## config.mk

```make
export PLATFORM = sky130hd
export DESIGN_NAME = xorshift_range_sampler
export DESIGN_NICKNAME = d
export VERILOG_FILES = /design/src/rtl/xorshift_pkg.sv /design/src/rtl/sync_fifo_fwft.sv /design/src/rtl/xorshift_range_sampler.sv
export SDC_FILE = /design/constraint.sdc
export NUM_CORES = 1
export LEC_CHECK = 0
export ABC_AREA = 1
export CORE_ASPECT_RATIO = 0.9
export CORE_MARGIN = 10
export CORE_UTILIZATION = 35
export DETAILED_ROUTE_END_ITERATION = 10
export PLACE_DENSITY = 0.65
export SLEW_MARGIN = 20
export SYNTH_ARGS = -nofsm -noshare
export SYNTH_HDL_FRONTEND = slang
export SYNTH_SLANG_ARGS = --single-unit
```

## constraint.sdc

```tcl
create_clock -name clk -period 2.95 [get_ports clk]
set_clock_uncertainty 0.15 [all_clocks]
set_input_delay 0.4425 -clock clk [delete_from_list [all_inputs] [get_ports clk]]
set_output_delay 0.4425 -clock clk [all_outputs]
set_load 0.01 [all_outputs]
```

## src/rtl/xorshift_pkg.sv

```systemverilog
// Shared types and helpers for the xorshift range sampler.
//   state_e        : sampler FSM state encoding
//   RND_W          : width of the generator word
//   mask_for_bound : smallest all-ones mask covering N-1 (N=0 -> full width)
package xorshift_pkg;

   localparam int unsigned RND_W = 32;

   typedef enum logic [1:0] {
      IDLE  = 2'd0,
      FLUSH = 2'd1,
      RUN   = 2'd2
   } state_e;

   // Smear the MSB of N-1 downwards; N=0 wraps to all-ones, N=1 gives 0.
   function automatic logic [15:0] mask_for_bound(input logic [15:0] n,
                                                  input int unsigned out_w);
      logic [15:0] m;
      logic [15:0] full;
      full = 16'hFFFF >> 5'(16 - out_w);
      m    = n - 16'd1;
      m    = m | (m >> 1);
      m    = m | (m >> 2);
      m    = m | (m >> 4);
      m    = m | (m >> 8);
      return m & full;
   endfunction

endpackage

```

## src/rtl/sync_fifo_fwft.sv

```systemverilog
// First-word-fall-through synchronous FIFO.
//   clk, rst  : clock, asynchronous active-high reset
//   clr_i     : synchronous clear (wins over push/pop)
//   push_i    : write data_i (accepted when not full, or full with pop)
//   pop_i     : drop the head entry (ignored when empty)
//   data_o    : head entry, 0 when empty
//   full_o, empty_o, count_o : occupancy status
module sync_fifo_fwft #(
   parameter  int unsigned W     = 8,
   parameter  int unsigned DEPTH = 4,
   localparam int unsigned CNT_W = $clog2(DEPTH + 1)
) (
   input  logic             clk,
   input  logic             rst,
   input  logic             clr_i,
   input  logic             push_i,
   input  logic             pop_i,
   input  logic [W-1:0]     data_i,
   output logic [W-1:0]     data_o,
   output logic             full_o,
   output logic             empty_o,
   output logic [CNT_W-1:0] count_o
);

   localparam int unsigned PTR_W = $clog2(DEPTH);

   logic [W-1:0]     mem_q [DEPTH];
   logic [PTR_W-1:0] wptr_q, wptr_d;
   logic [PTR_W-1:0] rptr_q, rptr_d;
   logic [CNT_W-1:0] count_q, count_d;
   logic             do_push;
   logic             do_pop;

   // Pointer/count update; pointers wrap naturally since DEPTH is a power of two.
   always_comb begin
      do_pop  = pop_i && (count_q != '0);
      do_push = push_i && ((count_q != CNT_W'(DEPTH)) || do_pop);
      wptr_d  = wptr_q;
      rptr_d  = rptr_q;
      count_d = count_q;
      if (do_push) wptr_d = wptr_q + PTR_W'(1);
      if (do_pop)  rptr_d = rptr_q + PTR_W'(1);
      if (do_push && !do_pop)      count_d = count_q + CNT_W'(1);
      else if (!do_push && do_pop) count_d = count_q - CNT_W'(1);
      if (clr_i) begin
         wptr_d  = '0;
         rptr_d  = '0;
         count_d = '0;
      end
   end

   always_ff @(posedge clk or posedge rst) begin
      if (rst) begin
         wptr_q  <= '0;
         rptr_q  <= '0;
         count_q <= '0;
      end else begin
         wptr_q  <= wptr_d;
         rptr_q  <= rptr_d;
         count_q <= count_d;
      end
   end

   // Storage needs no reset: data_o is masked while empty.
   always_ff @(posedge clk) begin
      if (do_push && !clr_i) mem_q[wptr_q] <= data_i;
   end

   assign empty_o = (count_q == '0);
   assign full_o  = (count_q == CNT_W'(DEPTH));
   assign count_o = count_q;
   assign data_o  = empty_o ? '0 : mem_q[rptr_q];

endmodule

```

## src/rtl/xorshift_range_sampler.sv

```systemverilog
// Turns xorshift32 words into unbiased samples in [0, N) by mask-and-reject,
// buffering accepted samples in a FWFT FIFO behind a valid/ready port.
//   clk, rst   : clock, asynchronous active-high reset
//   cfg_load   : pulse, latch cfg_bound (N, 0 = 2^OUT_W) and restart sampling
//   prng_en    : generator advance enable (credit-gated on FIFO space)
//   rnd_in     : generator word, valid the cycle after prng_en
//   out_valid/out_ready/out_data : sample stream
//   busy       : high in RUN
//   rej_cnt    : saturating rejected-word count (only with XORSHIFT_RANGE_STATS_EN)
module xorshift_range_sampler
   import xorshift_pkg::*;
#(
   parameter int unsigned OUT_W      = 8,
   parameter int unsigned FIFO_DEPTH = 4
) (
   input  logic             clk,
   input  logic             rst,
   input  logic             cfg_load,
   input  logic [OUT_W-1:0] cfg_bound,
   output logic             prng_en,
   input  logic [RND_W-1:0] rnd_in,
   output logic             out_valid,
   input  logic             out_ready,
   output logic [OUT_W-1:0] out_data,
   output logic             busy
`ifdef XORSHIFT_RANGE_STATS_EN
   ,
   output logic [15:0]      rej_cnt
`endif
);

   localparam int unsigned CNT_W = $clog2(FIFO_DEPTH + 1);

   state_e           state_q, state_d;
   logic [OUT_W-1:0] bound_q, bound_d;
   logic [OUT_W-1:0] mask_q, mask_d;
   logic             pend_q, pend_d;
   logic             clr;
   logic             push;
   logic             pop;
   logic             reject;
   logic             accept;
   logic [OUT_W-1:0] cand;
   logic [CNT_W-1:0] fifo_count;
   logic [CNT_W:0]   credit_c;
   logic             fifo_full;
   logic             fifo_empty;
   logic             unused_rnd_c;

   assign unused_rnd_c = ^rnd_in[RND_W-1:OUT_W];

   // Candidate from the fresh word; bound 0 means full range.
   assign cand     = rnd_in[OUT_W-1:0] & mask_q;
   assign accept   = (bound_q == '0) || (cand < bound_q);
   // Words already requested count against FIFO space so a push never overflows.
   assign credit_c = (CNT_W + 1)'(fifo_count) + (CNT_W + 1)'(pend_q);

   // Next state, credit-gated enable and push/reject decisions.
   always_comb begin
      state_d = state_q;
      bound_d = bound_q;
      mask_d  = mask_q;
      clr     = 1'b0;
      push    = 1'b0;
      reject  = 1'b0;
      prng_en = (state_q == RUN) && !fifo_full &&
                (credit_c < (CNT_W + 1)'(FIFO_DEPTH));

      case (state_q)
         IDLE:    if (cfg_load) state_d = FLUSH;
         FLUSH: begin
            clr     = 1'b1;
            state_d = cfg_load ? FLUSH : RUN;
         end
         RUN:     if (cfg_load) state_d = FLUSH;
         default: state_d = IDLE;
      endcase

      // Clearing on the load edge empties the FIFO before the FLUSH cycle.
      if (cfg_load) begin
         bound_d = cfg_bound;
         mask_d  = OUT_W'(mask_for_bound(16'(cfg_bound), OUT_W));
         clr     = 1'b1;
      end

      if ((state_q == RUN) && pend_q && !clr) begin
         if (accept) push   = 1'b1;
         else        reject = 1'b1;
      end

      pend_d = prng_en && !clr;
   end

   always_ff @(posedge clk or posedge rst) begin
      if (rst) begin
         state_q <= IDLE;
         bound_q <= '0;
         mask_q  <= '0;
         pend_q  <= 1'b0;
      end else begin
         state_q <= state_d;
         bound_q <= bound_d;
         mask_q  <= mask_d;
         pend_q  <= pend_d;
      end
   end

   assign pop = out_valid && out_ready && (state_q != FLUSH);

   sync_fifo_fwft #(
      .W     (OUT_W),
      .DEPTH (FIFO_DEPTH)
   ) u_fifo (
      .clk     (clk),
      .rst     (rst),
      .clr_i   (clr),
      .push_i  (push),
      .pop_i   (pop),
      .data_i  (cand),
      .data_o  (out_data),
      .full_o  (fifo_full),
      .empty_o (fifo_empty),
      .count_o (fifo_count)
   );

   assign out_valid = !fifo_empty;
   assign busy      = (state_q == RUN);

`ifdef XORSHIFT_RANGE_STATS_EN
   logic [15:0] rej_q, rej_d;

   // Saturating reject counter, cleared with the FIFO.
   always_comb begin
      rej_d = rej_q;
      if (clr)                              rej_d = '0;
      else if (reject && rej_q != 16'hFFFF) rej_d = rej_q + 16'd1;
   end

   always_ff @(posedge clk or posedge rst) begin
      if (rst) rej_q <= '0;
      else     rej_q <= rej_d;
   end

   assign rej_cnt = rej_q;
`else
   logic unused_reject;
   assign unused_reject = reject;
`endif

endmodule

```

==> results of run 1 <==
kinds of logic (layout without fill, tap and decap cells):
| group | after synthesis | count (layout) | share of synthesized area |
|---|---|---|---|
| and+or+nand+nor | 130 | 130 | 0.191 |
| buffers and inverters | 60 | 111 | 0.0813 |
| DFF | 58 | 58 | 0.551 |
| AOI/OAI and AO/OA | 54 | 54 | 0.0988 |
| adders and majority gates | 14 | 14 | 0.0625 |
| xor gates and xnor gates | 5 | 5 | 0.0150 |
metrics by stage:
step	power (mW)	cell area, sq um	std cells	hold slack, ns
after floorplan	1.18	2920	321	0.270
after global placement	1.34	3410	456	0.281
after detailed placement	1.35	3410	456	0.288
after CTS	2.14	3620	471	0.310
after global routing	2.22	3620	471	0.323
final	2.11	3620	471	0.313
worst paths after layout:
kind | startpoint | endpoint | slack (ns)
setup / recovery | u_fifo.rptr_q[1]$_DFFE_PP0P_ | out_data[6] | 0.21
hold / removal | rst | u_fifo.count_o[2]$_DFFE_PP0P_ | 0.31
setup reg to reg | mask_q[2]$_DFFE_PP0P_ | u_fifo.count_o[2]$_DFFE_PP0P_ | 0.51
hold reg to reg | state_q[0]$_DFFE_PP0P_ | state_q[0]$_DFFE_PP0P_ | 0.33
min in group clk | state_q[0]$_DFFE_PP0P_ | state_q[0]$_DFFE_PP0P_ | 0.33
max in group asynchronous | rst | u_fifo.rptr_q[0]$_DFFE_PP0P_ | 2.07
worst max-delay path, delay by kind of cell (launching register included):
| family | cells | cell delay, ns |
|---|---|---|
| compound gates | 2 | 0.29 |
| simple gates | 1 | 0.14 |
| buf+inv | 2 | 0.82 |
| flops | 1 | 0.55 |
metal layers:
| metal | part of all wire | track usage | wire length, microns | vias up |
|---|---|---|---|---|
| met5 | 0 | 0 | 0 | - |
| met4 | 0.010 | 0.0348 | 61 | 0 |
| met3 | 0.058 | 0.0373 | 349 | 7 |
| met2 | 0.46 | 0.163 | 2770 | 43 |
| met1 | 0.47 | 0.125 | 2830 | 975 |
| li1 | - | - | - | 1133 |
flip-flops by register name (all words and copies together), names as in the netlist:
| name | count |
|---|---|
| bound_q | 8 |
| u_fifo.count_o | 3 |
| u_fifo.mem_q | 32 |
| u_fifo.wptr_q | 2 |
| mask_q | 8 |
| u_fifo.rptr_q | 2 |
| pend_q | 1 |
| state_q | 2 |
repair_timing:
action | 4_1_cts | 5_1_grt
resized for setup | 1 | 1
pin swaps | 0 | 0
setup endpoints to repair | 1 | 1
buffers inserted | 0 | 0
power by group through the flow:
stage / clock network (mW) / registers (mW) / logic [mW]
finish: 0.780 / 0.927 / 0.398
global route: 0.839 / 0.932 / 0.452
CTS: 0.801 / 0.927 / 0.407
detailed placement: 0 / 0.944 / 0.405
global placement: 0 / 0.941 / 0.397
floorplan: 0 / 0.921 / 0.256
cells in the mapped netlist, types with 2 or more instances:
| master | instances | area share |
|---|---|---|
| a21oi_1 | 16 | 0.027 |
| a31oi_1 | 2 | 0.0043 |
| clkbuf_1 | 4 | 0.0051 |
| clkinv_1 | 2 | 0.0026 |
| dfrtp_1 | 26 | 0.22 |
| edfxtp_1 | 32 | 0.33 |
| ha_1 | 13 | 0.056 |
| inv_1 | 48 | 0.062 |
| inv_2 | 2 | 0.0026 |
| nand2_1 | 53 | 0.068 |
| nand3_1 | 4 | 0.0068 |
| nand4_1 | 2 | 0.0043 |
| nor2_1 | 59 | 0.076 |
| nor3_1 | 4 | 0.0068 |
| nor3_4 | 2 | 0.011 |
| nor4_1 | 2 | 0.0043 |
| o21ai_0 | 29 | 0.050 |
| o21ai_1 | 4 | 0.0068 |
| xnor2_1 | 4 | 0.012 |
area by class of cell:
cell class / count / share of cell area
Clock buffer: 9 / 0.0342
Clock inverter: 6 / 0.0228
Inverter: 52 / 0.0543
Multi-Input combinational cell: 203 / 0.297
Sequential cell: 58 / 0.446
Tap cell: 99 / 0.0342
Timing Repair Buffer: 44 / 0.112
cells in the final DEF (no fill, tap or decap), types with 3 or more instances in the layout:
| master | n |
|---|---|
| nor2_1 | 59 |
| nand2_1 | 53 |
| inv_1 | 48 |
| edfxtp_1 | 32 |
| clkdlybuf4s50_1 | 30 |
| o21ai_0 | 29 |
| dfrtp_1 | 25 |
| a21oi_1 | 16 |
| buf_4 | 14 |
| ha_1 | 13 |
| clkbuf_8 | 9 |
| nand3_1 | 4 |
| nor3_1 | 4 |
| o21ai_1 | 4 |
| xnor2_1 | 4 |
| clkinv_2 | 3 |
==> impl_metrics.yaml, run 1 <==
global_route:
  antenna_found_initial: 0
  grt_pass1_wl_microns: 10100
  grt_overflow: 0
  grt_start_max_net_pins: 27
  track_usage: 0.102
  first_global_vias: 2160
logic_synthesis:
  syn_area_sq_um: 2920
  syn_inst: 321
  ys_seq_area_frac: 0.551
  yosysWarnings: 0
  ys_async_sr_fraction: 0.448
  synth-seq-cells: 58
  syn_avg_cell_area_sq_um: 9.11
  synth-edff-count: 32
  synth-main-ff-cell: "edfxtp_1"
  synth_fp_nets: 379
  ys_types: 32
power_and_ir_drop:
  clockPowerShare: 0.370
  peakVddDrop_mv: 0.247
  combPwrFrac: 0.189
  internal-power_mw: 1.53
  power_density_nw_per_um2: 582
  power.switching_mw: 0.571
  switching_share: 0.271
  cellLeakagePower_nw: 1.59
  power_frac_seq: 0.441
route:
  drt_first_iter_violations: 109
  drc: 0
  firstDrtPassIters: 5
  vias: 2158
  detail-route-antenna-nets: 0
  viasPerCell: 4.58
  wl_microns: 6010
  post_drt_wl_per_cell_microns: 12.8
sta:
  fin_setup_tns_ns: 0
  slew_headroom: 0.630
  period_minus_slack_ns: 2.74
  min_period_over_period: 0.927
  setup_viol: 0
  hold_viol: 0
  rsz0062_at_grt: "no"
  worst_pin_slew_ns: 0.552
  fin_ws_ns: 0.214
  timing.fmax_ghz: 0.366
  drv_slew: 0
critical_path:
  crit_required_ns: 2.36
  arrival_ns: 2.14
  path_max_fanout: 10
  crit_chain: "clkinv_2 -> nor2_1 -> o21ai_0 -> a21oi_1 -> clkdlybuf4s50_1"
  path_class: "register to primary output"
  cpPeakStageDelay_ns: 0.57
  r2r_cells: 19
  start_kind: "register"
  endpoint_kind: "primary output"
  worst_path_max_delay_cell: "clkdlybuf4s50_1"
cells_and_area:
  multiInputGateArea_sq_um: 1070
  nets: 426
  antenna_cells: 0
  drive_gt1_frac: 0.105
  num-fill-cells: 790
  final-seq-area_sq_um: 1610
  syn_to_final_growth_pct: 23.8
  final_core_util: 0.447
min_path:
  hold_class: "primary input to async pin"
die:
  rows: 31
  ios: 55
  core_sq_um: 8110
  start_util: 0.361
  die_w_microns: 116
  die-height_microns: 107
  die_area_sq_um: 12400
clocking:
  h-tree-depth: 3
  cts-root-buf: "clkbuf_8"
  clkTransAtPathRegs_ns: 0.07
  clock_path_buffers: 2
  clock_sinks: 58
  cts-buffers-inserted: 9
  holdBufCountCts: 0
  clk_latency_ns: 0.33
  cts_tree: "built"
job:
  maxCapViolations: 0
placed_design:
  gp_congestion: 0.833
  dp_slack_ns: 0.0362
  io_buffers: 30
  dpl.hpwl_microns: 4360
outcome:
  status: "complete, no violations"
Note: power is estimated with default switching activity, not from simulation.
==> inputs of run 2 (changes only) <==
--- a/config.mk
+++ b/config.mk
@@ -6,7 +6,6 @@
 export NUM_CORES = 1
 export LEC_CHECK = 0
 export ABC_AREA = 1
-export CORE_ASPECT_RATIO = 0.9
 export CORE_MARGIN = 10
 export CORE_UTILIZATION = 35
 export DETAILED_ROUTE_END_ITERATION = 10
==> impl_metrics.yaml, run 2 (same netlist as run 1, synthesis figures left out) <==
route:
  firstDrtPassIters: 4
  vias: 2175
  route.met3.wl_microns: 230
  viasPerCell: 4.53
  highest_layer: "met4"
  post_drt_wl_per_cell_microns: 12.6
  drt_first_iter_violations: 76
  detail-route-antenna-nets: 0
  met2RoutedLength_microns: 2870
  met1Wirelength_microns: 2880
  wl_microns: 6060
  drc: 0
clocking:
  clock_sinks: 58
  clk_latency_ns: 0.34
  cts_tree: "built"
  clock_path_buffers: 2
  holdBufCountCts: 0
  cts-buffers-inserted: 9
  h-tree-depth: 3
  cts-root-buf: "clkbuf_8"
  clkTransAtPathRegs_ns: 0.07
die:
  ios: 55
  core_sq_um: 8180
  start_util: 0.358
  die_w_microns: 111
  die-height_microns: 111
  die_area_sq_um: 12400
  rows: 33
placed_design:
  gp_congestion: 0.770
  io_buffers: 30
  dpl.hpwl_microns: 4400
  dpl_cell_area_sq_um: 3430
  dp_slack_ns: -0.0222
  dp_cells: 464
cells_and_area:
  final_core_util: 0.447
  top_register: "u_fifo.mem_q"
  final_area_sq_um: 3650
  antenna_cells: 0
  largest_reg_flops: 32
  layout_commonest_cell: "nor2_1"
  final_cells: 480
  drive_gt1_frac: 0.112
  largestRegisters: "u_fifo.mem_q (32), bound_q (8), mask_q (8)"
  layout_common_cells: "nor2_1 (59), nand2_1 (53), inv_1 (48)"
  syn_to_final_growth_pct: 24.9
  nets: 428
job:
  maxCapViolations: 0
power_and_ir_drop:
  clockPowerShare: 0.377
  internal-power_mw: 1.54
  switching_share: 0.277
  cellLeakagePower_nw: 1.60
  peakVddDrop_mv: 0.262
  power_mw: 2.13
  power_frac_seq: 0.435
  power_density_nw_per_um2: 584
  power.switching_mw: 0.591
  combPwrFrac: 0.188
critical_path:
  crit_required_ns: 2.36
  arrival_ns: 2.08
  start_kind: "register"
  path_max_fanout: 18
  path_class: "register to primary output"
  endpoint_kind: "primary output"
sta:
  fin_ws_ns: 0.278
  drv_slew: 0
  rsz0062_at_grt: "no"
  worst_pin_slew_ns: 0.538
  hold_viol: 0
  period_minus_slack_ns: 2.67
  min_period_over_period: 0.906
  timing.fmax_ghz: 0.374
  setup_viol: 0
  slew_headroom: 0.640
min_path:
  hold_class: "register to register"
global_route:
  track_usage: 0.100
  grt_start_max_net_pins: 27
  first_global_vias: 2212
  antenna_found_initial: 0
  grt_overflow: 0
  grt_pass1_wl_microns: 10300
outcome:
  status: "complete, no violations"
-- run 2: area by class of cell --
type	instances	area [sq um]
Clock inverter	7	93.8
Clock buffer	9	124
Fill cell	807	4520
Tap cell	105	131
Inverter	52	195
Timing Repair Buffer	46	420
Multi-Input combinational cell	203	1070
Sequential cell	58	1610
-- run 2: repair_timing --
item	4_1_cts	5_1_grt
gates resized for setup	0	1
setup buffers	0	0
endpoints found under the setup margin	0	6
-- run 2: path summary, 6_finish.rpt --
path                       slack, ns  depth (start not counted)                         start                       endpoint
min in group asynchronous       0.30                          3                           rst  u_fifo.count_o[1]$_DFFE_PP0P_
max reg2reg                     0.46                         17         mask_q[5]$_DFFE_PP0P_  u_fifo.count_o[2]$_DFFE_PP0P_
max                             0.28                          4  u_fifo.rptr_q[0]$_DFFE_PP0P_                    out_data[5]
min                             0.29                          1        state_q[0]$_DFFE_PP0P_         state_q[0]$_DFFE_PP0P_
max in group asynchronous       2.07                          3                           rst   u_fifo.rptr_q[0]$_DFFE_PP0P_
min reg2reg                     0.29                          1        state_q[0]$_DFFE_PP0P_         state_q[0]$_DFFE_PP0P_
-- run 2: critical path: stages, from the launching register on --
cell	delay (ns)
dfrtp_2	0.55
inv_2	0.28
o21ai_0	0.13
a21oi_1	0.21
clkdlybuf4s50_1	0.57
-- run 2: power groups by stage --
stage / clock network, mW / registers, mW / logic [mW]
global route: 0.851 / 0.932 / 0.454
CTS: 0.821 / 0.927 / 0.411
global placement: 0 / 0.942 / 0.400
detailed placement: 0 / 0.943 / 0.409
floorplan: 0 / 0.921 / 0.256
finish: 0.805 / 0.927 / 0.402
-- run 2: stage by stage --
step / TNS [ns] / hold slack (ns)
3_5_place_dp: -0.0222 / 0.287
2_1_floorplan: 0 / 0.270
5_1_grt: 0 / 0.336
3_3_place_gp: 0 / 0.282
4_1_cts: 0 / 0.297
6_report: 0 / 0.293
-- run 2: routing by layer --
| layer | GRT usage | up-vias |
|---|---|---|
| met3 | 0.0306 | 6 |
| met2 | 0.163 | 36 |
| met5 | 0 | - |
| met4 | 0.0488 | 0 |
| met1 | 0.117 | 997 |
| li1 | - | 1136 |
==> inputs of run 3 (changes only) <==
--- a/config.mk
+++ b/config.mk
@@ -5,11 +5,11 @@
 export SDC_FILE = /design/constraint.sdc
 export NUM_CORES = 1
 export LEC_CHECK = 0
-export ABC_AREA = 1
+export CORE_ASPECT_RATIO = 0.5
 export CORE_MARGIN = 10
-export CORE_UTILIZATION = 35
+export CORE_UTILIZATION = 30
 export DETAILED_ROUTE_END_ITERATION = 10
-export PLACE_DENSITY = 0.65
+export PLACE_DENSITY = 0.59
 export SLEW_MARGIN = 20
 export SYNTH_ARGS = -nofsm -noshare
 export SYNTH_HDL_FRONTEND = slang
==> impl_metrics.yaml, run 3 <==
cells_and_area:
  top_register: "u_fifo.mem_q"
  final_cells: 443
  final_area_sq_um: 4150
  syn_to_final_growth_pct: 41.7
  largestRegisters: "u_fifo.mem_q (32), bound_q (8), mask_q (8)"
  layout_commonest_cell: "edfxtp_1"
  layout_common_cells: "edfxtp_1 (32), buf_4 (30), dfrtp_1 (26)"
  nets: 361
  largest_reg_flops: 32
  final_core_util: 0.438
  antenna_cells: 0
  drive_gt1_frac: 0.299
route:
  vias: 2018
  wl_microns: 6600
  viasPerCell: 4.56
  drc: 0
  post_drt_wl_per_cell_microns: 14.9
  detail-route-antenna-nets: 0
  firstDrtPassIters: 4
  drt_first_iter_violations: 103
logic_synthesis:
  synth_top_cell_by_area: "edfxtp_1"
  synth-main-ff-cell: "edfxtp_1"
  ys_top_cells_by_area: "edfxtp_1 (33%), dfrtp_1 (22%), mux4_2 (6.1%)"
  synth_commonest_cells: "edfxtp_1 (32), dfrtp_1 (26), and2_1 (22)"
  ys_seq_area_frac: 0.550
  synth-edff-count: 32
  syn_area_sq_um: 2930
  syn_inst: 232
  synth_fp_nets: 290
  ys_async_sr_fraction: 0.448
  synth_most_common_cell: "edfxtp_1"
  yosys.area.top_type_share: 0.328
  yosysWarnings: 0
  synth-seq-cells: 58
  syn_avg_cell_area_sq_um: 12.6
  ys_types: 53
global_route:
  track_usage: 0.0924
  grt_overflow: 0
  antenna_found_initial: 0
  grt_pass1_wl_microns: 10800
  first_global_vias: 2135
  grt_start_max_net_pins: 30
sta:
  drv_slew: 0
  fin_setup_tns_ns: 0
  worst_pin_slew_ns: 0.421
  period_minus_slack_ns: 2.88
  hold_ws_ns: 0.338
  fin_ws_ns: 0.0747
  min_period_over_period: 0.975
  hold_viol: 0
  setup_viol: 0
  slew_headroom: 0.719
  timing.fmax_ghz: 0.348
placed_design:
  dp_slack_ns: -0.491
  dp_cells: 418
  dpl.hpwl_microns: 4750
  dpl_cell_area_sq_um: 3650
  gp_congestion: 0.806
  io_buffers: 30
clocking:
  clkTransAtPathRegs_ns: 0.06
  cts_tree: "built"
  clock_sinks: 58
  clock_path_buffers: 2
  h-tree-depth: 3
  holdBufCountCts: 0
  cts-buffers-inserted: 9
  clk_latency_ns: 0.32
  cts-root-buf: "clkbuf_16"
critical_path:
  path_class: "register to register"
  crit_required_ns: 3.01
  start_kind: "register"
  cp_top_family: "compound AO/OA/AOI/OAI gates"
  cpPeakStageDelay_ns: 0.41
  arrival_ns: 2.94
  crit_chain: "and2_4 -> ha_4 -> a211oi_2 -> o21bai_1 -> a2111oi_4 -> nand2_4 -> nor2_4 -> fa_2 -> nand2_1 -> a21o_2 -> a41o_1 -> a31o_1"
  worst_path_max_delay_cell: "a2111oi_4"
  crit_buf_inv: 0
  endpoint_kind: "register"
  path_max_fanout: 2
min_path:
  hold_class: "primary input to async pin"
die:
  ios: 55
  start_util: 0.309
  rows: 25
  die-height_microns: 89.9
  die_w_microns: 160
  core_sq_um: 9480
  die_area_sq_um: 14400
job:
  maxCapViolations: 0
power_and_ir_drop:
  power_density_nw_per_um2: 558
  power_mw: 2.32
  peakVddDrop_mv: 0.311
  cellLeakagePower_nw: 1.64
outcome:
  status: "complete, no violations"
[run 3: cell count changes after synthesis, sizes merged, moves of 3 or more]
cell    change
a21oi       -7
mux4        +8
nand2      -41
xnor2       -3
nand2b      +4
mux2i       +3
mux2        +4
xor2        +3
o21ai      -24
and2       +22
inv        -33
nor2       -39
[run 3: kinds of logic (layout without fill, tap and decap cells)]
kind of cell / Yosys count / count (layout) / share of synthesized area
muxes: 15 / 15 / 0.0871
DFF: 58 / 58 / 0.550
xor gates and xnor gates: 5 / 5 / 0.0149
AOI/OAI and AO/OA: 38 / 38 / 0.0977
adders and majority gates: 14 / 14 / 0.0623
and+or+nand+nor: 80 / 80 / 0.160
buffers and inverters: 22 / 98 / 0.0286
[run 3: repair_timing]
item                                    4_1_cts  5_1_grt
resized for setup                            19        5
endpoints found under the setup margin        2        1
hold endpoints to repair                      0        0
buffers inserted                              4        5
pin swaps                                    17        9
[run 3: final timing paths]
path | depth (start not counted) | slack (ns) | startpoint | endpoint
setup / recovery | 12 | 0.07 | mask_q[5]$_DFFE_PP0P_ | u_fifo.count_o[2]$_DFFE_PP0P_
hold / removal | 3 | 0.34 | rst | pend_q$_DFF_PP0_
setup reg to reg | 12 | 0.07 | mask_q[5]$_DFFE_PP0P_ | u_fifo.count_o[2]$_DFFE_PP0P_
hold reg to reg | 2 | 0.35 | mask_q[2]$_DFFE_PP0P_ | mask_q[2]$_DFFE_PP0P_
max in group asynchronous | 3 | 2.03 | rst | u_fifo.wptr_q[1]$_DFFE_PP0P_
min in group clk | 2 | 0.35 | mask_q[2]$_DFFE_PP0P_ | mask_q[2]$_DFFE_PP0P_
[run 3: final cells by class]
cell class,count,area [sq um]
Tap cell,135,169
Fill cell,857,5330
Clock inverter,7,125
Multi-Input combinational cell,152,1340
Inverter,17,63.8
Timing Repair Buffer,65,619
Sequential cell,58,1610
Clock buffer,9,225
[run 3: worst register-to-register path, delay by kind of cell (launching register included)]
family | cells | cell delay [ns]
adder cells (fa/ha/maj) | 2 | 0.46
flip-flops | 1 | 0.38
AO/OA/AOI/OAI | 6 | 1.33
AND/OR/NAND/NOR | 4 | 0.44
[run 3: layer usage]
metal,track usage,share of wire,vias to the layer above
met4,0.0372,0.015,0
met5,0,0,-
met2,0.156,0.50,27
li1,-,-,986
met3,0.0287,0.036,7
met1,0.108,0.45,998
[run 3: where the power goes]
| group | internal [mW] | total (mW) | switching, mW |
|---|---|---|---|
| Sequential | 0.878 | 0.894 | 0.0166 |
| Clock | 0.832 | 1.21 | 0.374 |
| Combinational | 0.111 | 0.215 | 0.104 |
